`config.mk`:
```
export PLATFORM = sky130hd
export DESIGN_NAME = shadow_reg_ctrl
export DESIGN_NICKNAME = d
export VERILOG_FILES = /design/src/rtl/shadow_reg_pkg.sv /design/src/rtl/shadow_reg_store.sv /design/src/rtl/shadow_reg_ctrl.sv
export SDC_FILE = /design/constraint.sdc
export NUM_CORES = 1
export LEC_CHECK = 0
export ABC_AREA = 1
export CORE_ASPECT_RATIO = 0.5
export CORE_MARGIN = 2
export CORE_UTILIZATION = 35
export DETAILED_ROUTE_END_ITERATION = 10
export PLACE_DENSITY_LB_ADDON = 0.25
export SLEW_MARGIN = 20
export SYNTH_ARGS = -nofsm -noshare
export SYNTH_HDL_FRONTEND = slang
export SYNTH_SLANG_ARGS = --single-unit
```
`constraint.sdc`:
```
create_clock -name clk_i -period 2.2 [get_ports clk_i]
set_input_delay 0.33 -clock clk_i [delete_from_list [all_inputs] [get_ports clk_i]]
set_output_delay 0.33 -clock clk_i [all_outputs]
set_load 0.005 [all_outputs]
```
`src/rtl/shadow_reg_pkg.sv`:
```
// shadow_reg_pkg: shared types and constants for the shadowed control register.
// Holds ctrl_t, the controller state encoding and the committed reset value.
package shadow_reg_pkg;

  typedef struct packed {
    logic [1:0] a;
    logic [2:0] b;
  } ctrl_t;

  typedef enum logic [0:0] {
    ST_IDLE   = 1'b0,
    ST_STAGED = 1'b1
  } shadow_state_e;

  localparam ctrl_t CTRL_RESVAL = '{a: 2'b11, b: 3'b000};

endpackage

```
`src/rtl/shadow_reg_store.sv`:
```
// shadow_reg_store: committed/inverted-shadow register pair with flip injection.
// Ports: clk_i, rst_ni (sync, low), commit_i, wd_i, flip_i -> q_o, err_storage_o.
module shadow_reg_store
  import shadow_reg_pkg::*;
#(
  parameter int unsigned    DW     = 5,
  parameter logic [DW-1:0]  RESVAL = CTRL_RESVAL
) (
  input  logic          clk_i,
  input  logic          rst_ni,
  input  logic          commit_i,
  input  logic [DW-1:0] wd_i,
  input  logic [DW-1:0] flip_i,
  output logic [DW-1:0] q_o,
  output logic          err_storage_o
);

  logic [DW-1:0] committed;
  logic [DW-1:0] shadow;
  logic          mism;

  assign mism = (committed != ~shadow);
  assign q_o  = committed;

  always_ff @(posedge clk_i) begin
    if (!rst_ni) begin
      committed <= RESVAL;
      shadow    <= ~RESVAL;
    end else if (commit_i) begin
      committed <= wd_i;
      shadow    <= ~wd_i;
    end else begin
      shadow    <= shadow ^ flip_i;
    end
  end

  always_ff @(posedge clk_i) begin
    if (!rst_ni) begin
      err_storage_o <= 1'b0;
    end else begin
`ifdef SHADOW_REG_STICKY_ERR_EN
      err_storage_o <= err_storage_o | mism;
`else
      err_storage_o <= mism;
`endif
    end
  end

endmodule

```
`src/rtl/shadow_reg_ctrl.sv`:
```
// shadow_reg_ctrl: two-phase write controller; commits only on matching double write.
// Ports: bus we/wd/re, shadow_flip_i -> q_o, phase_o, err_update_o, err_storage_o, timeout_o.
// Optional: SHADOW_REG_STICKY_ERR_EN makes error outputs latch until reset.
module shadow_reg_ctrl
  import shadow_reg_pkg::*;
#(
  parameter int unsigned    DW      = 5,
  parameter logic [DW-1:0]  RESVAL  = CTRL_RESVAL,
  parameter int unsigned    TIMEOUT = 16
) (
  input  logic          clk_i,
  input  logic          rst_ni,
  input  logic          we_i,
  input  logic [DW-1:0] wd_i,
  input  logic          re_i,
  input  logic [DW-1:0] shadow_flip_i,
  output logic [DW-1:0] q_o,
  output logic          phase_o,
  output logic          err_update_o,
  output logic          err_storage_o,
  output logic          timeout_o
);

  localparam logic [0:0] IDLE   = ST_IDLE;
  localparam logic [0:0] STAGED = ST_STAGED;

  localparam int unsigned CW =
    (TIMEOUT > 0) ? $clog2(TIMEOUT + 1) : 1;
  localparam logic [CW-1:0] CLAST =
    CW'((TIMEOUT > 0) ? TIMEOUT - 1 : 0);
  localparam logic [CW-1:0] CMAX = '1;
  localparam bit TO_EN = (TIMEOUT > 0);

  logic [0:0]    state;
  logic [DW-1:0] staged;
  logic [CW-1:0] cnt;
  logic          commit;
  logic          upd_err;

  assign phase_o = (state == STAGED);
  assign commit  = phase_o && we_i && (wd_i == staged);
  assign upd_err = phase_o && we_i && (wd_i != staged);

  always_ff @(posedge clk_i) begin
    if (!rst_ni) begin
      state     <= IDLE;
      staged    <= '0;
      cnt       <= '0;
      timeout_o <= 1'b0;
    end else begin
      timeout_o <= 1'b0;
      unique case (state)
        IDLE: begin
          if (we_i) begin
            staged <= wd_i;
            cnt    <= '0;
            state  <= STAGED;
          end
        end
        STAGED: begin
          // a write always wins over a same-cycle read
          if (we_i || re_i) begin
            state <= IDLE;
          end else if (TO_EN && cnt == CLAST) begin
            state     <= IDLE;
            timeout_o <= 1'b1;
          end else if (cnt != CMAX) begin
            cnt <= cnt + 1'b1;
          end
        end
        default: state <= IDLE;
      endcase
    end
  end

  always_ff @(posedge clk_i) begin
    if (!rst_ni) begin
      err_update_o <= 1'b0;
    end else begin
`ifdef SHADOW_REG_STICKY_ERR_EN
      err_update_o <= err_update_o | upd_err;
`else
      err_update_o <= upd_err;
`endif
    end
  end

  shadow_reg_store #(
    .DW     (DW),
    .RESVAL (RESVAL)
  ) u_store (
    .clk_i         (clk_i),
    .rst_ni        (rst_ni),
    .commit_i      (commit),
    .wd_i          (wd_i),
    .flip_i        (shadow_flip_i),
    .q_o           (q_o),
    .err_storage_o (err_storage_o)
  );

endmodule
```
==> results by group <==
Power and ir drop
  • Psw: 0.237 mW
  • Combinational Power Share: 0.162
  • Pleak: 0.626 nW
  • Clk pwr share: 0.328
  • Peak supply drop: 0.000222 V
  • Sequential power share: 0.510
  • Sw Ratio: 0.255
  • PD cells: 616 nW/um^2
  • Int Pwr: 0.690 mW

STA
  • Final setup TNS: 0 ns
  • Final Cycle Share: 0.784
  • Final Hold Violating Endpoints: 0
  • Final clock skew: 0.00518 ns
  • Slew @ Worst Pin: 0.288 ns
  • Worst relative slew slack: 0.807
  • Setup ws final: 0.476 ns
  • Unrepaired setup endpoints after global routing: no
  • Fmax: 0.580 GHz
  • Final slew viol count: 0
  • Final Setup Violations: 0
  • Min Hold Slack: 0.472 ns
  • Min cycle time layout: 1.72 ns

Clock network
  • Clock sinks: 24
  • Hold_buf cts: 0
  • Post-CTS Setup Bufs: 0
  • Reg clk slew, reported paths: 0.08 ns
  • CTS resizes: 0
  • Clock Tree Buf Depth: 2
  • CTS Buf Count: 3
  • Clk_lat worst skew: 0.27 ns
  • CTS Root Cell: clkbuf_8
  • CTS tree: done
  • H-tree levels: 1

Finish
  • Diodes inserted: 0
  • Fill cells: 320
  • Final instance area: 1500 um^2
  • Final core occ: 0.485
  • Layout cells sized above 1: 0.122
  • Area Growth Syn to Fin: 28.3%
  • # nets final: 199

Place
  • Number of port buffers: 22
  • Area after DPL: 1450 um^2
  • RD Place Congestion: 0.789
  • HPWL after DPL: 1.79 mm
  • Dpl ws: 0.417 ns

Routing
  • Final wirelength: 2.28 mm
  • Post-DRT Antenna Nets: 0
  • Pre-antenna DRT Iters: 6
  • 1st-iter DRT viols: 60
  • Vias per inst: 4.55
  • DR WL/cell: 10.3 um
  • Vias post-DR: 1005
  • DR DRC count: 0

Worst hold path
  • WHS Endpoint: staged[0]
  • Hold Path Stages: 2
  • Worst hold path class: flop to flop
  • Hold path startpoint: staged[0]

Synthesis
  • Seq/Total Area, Yosys: 0.410
  • Syn avg cell area: 7.56 um^2
  • Syn_nets: 172
  • Seq cells post-synth: 24
  • Synth cell types: 25
  • Post-synthesis instance total: 155
  • Synthesized area: 1170 um^2
  • Synth warn: 0

Global routing
  • Global-route wire length before repair: 4.17 mm
  • Initial antenna violation count: 0
  • Total GRT Usage: 0.139
  • Vias in the first global route: 942
  • Grt total ovfl: 0
  • Largest net degree at the start of global routing: 15

Critical path
  • Crit path max fanout: 4
  • Crit start category: flop
  • Setup slack, reg-to-reg: 0.48 ns
  • Crit Path Class: flop to flop
  • Req. time, crit path: 2.36 ns
  • Crit end category: flop
  • R2r endpoint: cnt[2]
  • Worst Path Arrival: 1.89 ns
  • Worst R2R Path Depth: 11
  • Reg2Reg Launch Point: cnt[0]

Floorplan
  • Chip Width: 85.9 um
  • # IOs: 23
  • FP Rows: 14
  • Starting Density: 0.378
  • Die Ht: 44.9 um
  • DIE AREA: 3860 um^2
  • Core Region: 3100 um^2

Run status
  • Run status: completed

Run
  • Max_cap viols: 0
[area by class of cell]
class | count | area (um^2) | area share
clock buffer | 4 | 55.1 | 0.0366
inverter | 18 | 72.6 | 0.0483
multi-input combinational | 111 | 611 | 0.406
sequential | 24 | 480 | 0.319
tap | 40 | 50.0 | 0.0333
timing repair buffer | 24 | 235 | 0.156
[state kept, by name, summed over array words and instances (netlist names)]
name / cells
err_update_o: 1
staged: 5
cnt: 5
u_store.shadow: 5
timeout_o: 1
u_store.q_o: 5
u_store.err_storage_o: 1
phase_o: 1
[how the worst max path moves through the flow]
| stage | start | to | depth (start not counted) |
|---|---|---|---|
| final | cnt[0] | cnt[2] | 11 |
| after global routing | cnt[0] | cnt[2] | 11 |
| after CTS | cnt[0] | cnt[2] | 11 |
| after detailed placement | wd_i[3] | u_store.shadow[2] | 8 |
| after global placement | wd_i[3] | u_store.shadow[3] | 8 |
| after floorplan | cnt[0] | cnt[4] | 11 |
[power by group through the flow]
stage | Sequential (mW) | Combinational (mW) | Clock [mW]
finish | 0.472 | 0.150 | 0.304
detailed placement | 0.483 | 0.151 | 0
global placement | 0.482 | 0.151 | 0
floorplan | 0.481 | 0.0947 | 0
CTS | 0.473 | 0.152 | 0.311
global route | 0.476 | 0.170 | 0.334
[kinds of logic (layout without fill, tap and decap cells)]
kind of cell / after synthesis / in the layout / share of synthesized area
XOR/XNOR: 9 / 9 / 0.0736
buffers and inverters: 20 / 46 / 0.0694
adder cells (fa/ha/maj): 3 / 3 / 0.0320
AND/OR/NAND/NOR: 78 / 78 / 0.323
AO/OA/AOI/OAI: 21 / 21 / 0.0918
flip-flops: 24 / 24 / 0.410
[worst max-delay path, cell delays in order (launching register included)]
cell and delay, ns:
dfxtp_1 0.38, ha_1 0.19, nand2_1 0.07, nor2_1 0.15, ha_1 0.17, inv_1 0.05, nand3_1 0.13, nor2_2 0.07
nor2_2 0.14, inv_1 0.10, a21oi_1 0.13, nor2_1 0.05
[metrics by stage]
| stage | power (mW) | cells |
|---|---|---|
| after floorplan | 0.575 | 155 |
| after global placement | 0.633 | 217 |
| after detailed placement | 0.634 | 217 |
| after CTS | 0.935 | 221 |
| after global routing | 0.981 | 221 |
| final | 0.927 | 221 |
[cells in the mapped netlist]
master | n | share of area
xor2_1 | 6 | 0.045
nand2_2 | 2 | 0.011
ha_1 | 3 | 0.032
nand3_1 | 13 | 0.055
nand4_4 | 1 | 0.018
clkinv_1 | 1 | 0.0032
clkinv_4 | 1 | 0.0075
buf_2 | 1 | 0.0043
nand4_1 | 2 | 0.011
xnor2_1 | 2 | 0.015
inv_1 | 15 | 0.048
o21a_1 | 1 | 0.0064
o21ai_0 | 7 | 0.030
nor2_1 | 11 | 0.035
inv_2 | 1 | 0.0032
nor3_1 | 3 | 0.013
clkbuf_1 | 1 | 0.0032
nand3_2 | 1 | 0.0085
nor2_2 | 5 | 0.027
dfxtp_1 | 24 | 0.41
nor2_4 | 2 | 0.019
nand2_1 | 36 | 0.12
a21oi_1 | 13 | 0.055
or2_2 | 2 | 0.011
xnor2_2 | 1 | 0.014
[placed cells by master (no fill, tap or decap)]
| cell | instances |
|---|---|
| xnor2_2 | 1 |
| nand4_1 | 2 |
| a21oi_1 | 13 |
| nand3_1 | 13 |
| clkdlybuf4s50_1 | 22 |
| or2_2 | 2 |
| dfxtp_1 | 24 |
| nor2_2 | 5 |
| nand4_4 | 1 |
| xor2_1 | 6 |
| o21ai_0 | 7 |
| clkinv_4 | 1 |
| o21a_1 | 1 |
| inv_1 | 15 |
| nand2_2 | 2 |
| nor2_4 | 2 |
| xnor2_1 | 2 |
| buf_4 | 2 |
| nor2_1 | 11 |
| nor3_1 | 3 |
| inv_2 | 1 |
| nand3_2 | 1 |
| ha_1 | 3 |
| clkbuf_8 | 4 |
| clkinv_1 | 1 |
| nand2_1 | 36 |
[routing by layer]
| metal | up-vias | global-route usage | wire length (um) |
|---|---|---|---|
| met5 | - | 0 | 0 |
| met4 | 0 | 0.0381 | 15 |
| met3 | 3 | 0.0384 | 84 |
| met2 | 14 | 0.230 | 1010 |
| met1 | 443 | 0.183 | 1170 |
| li1 | 545 | - | - |
Power figures use the tool's default switching activity.
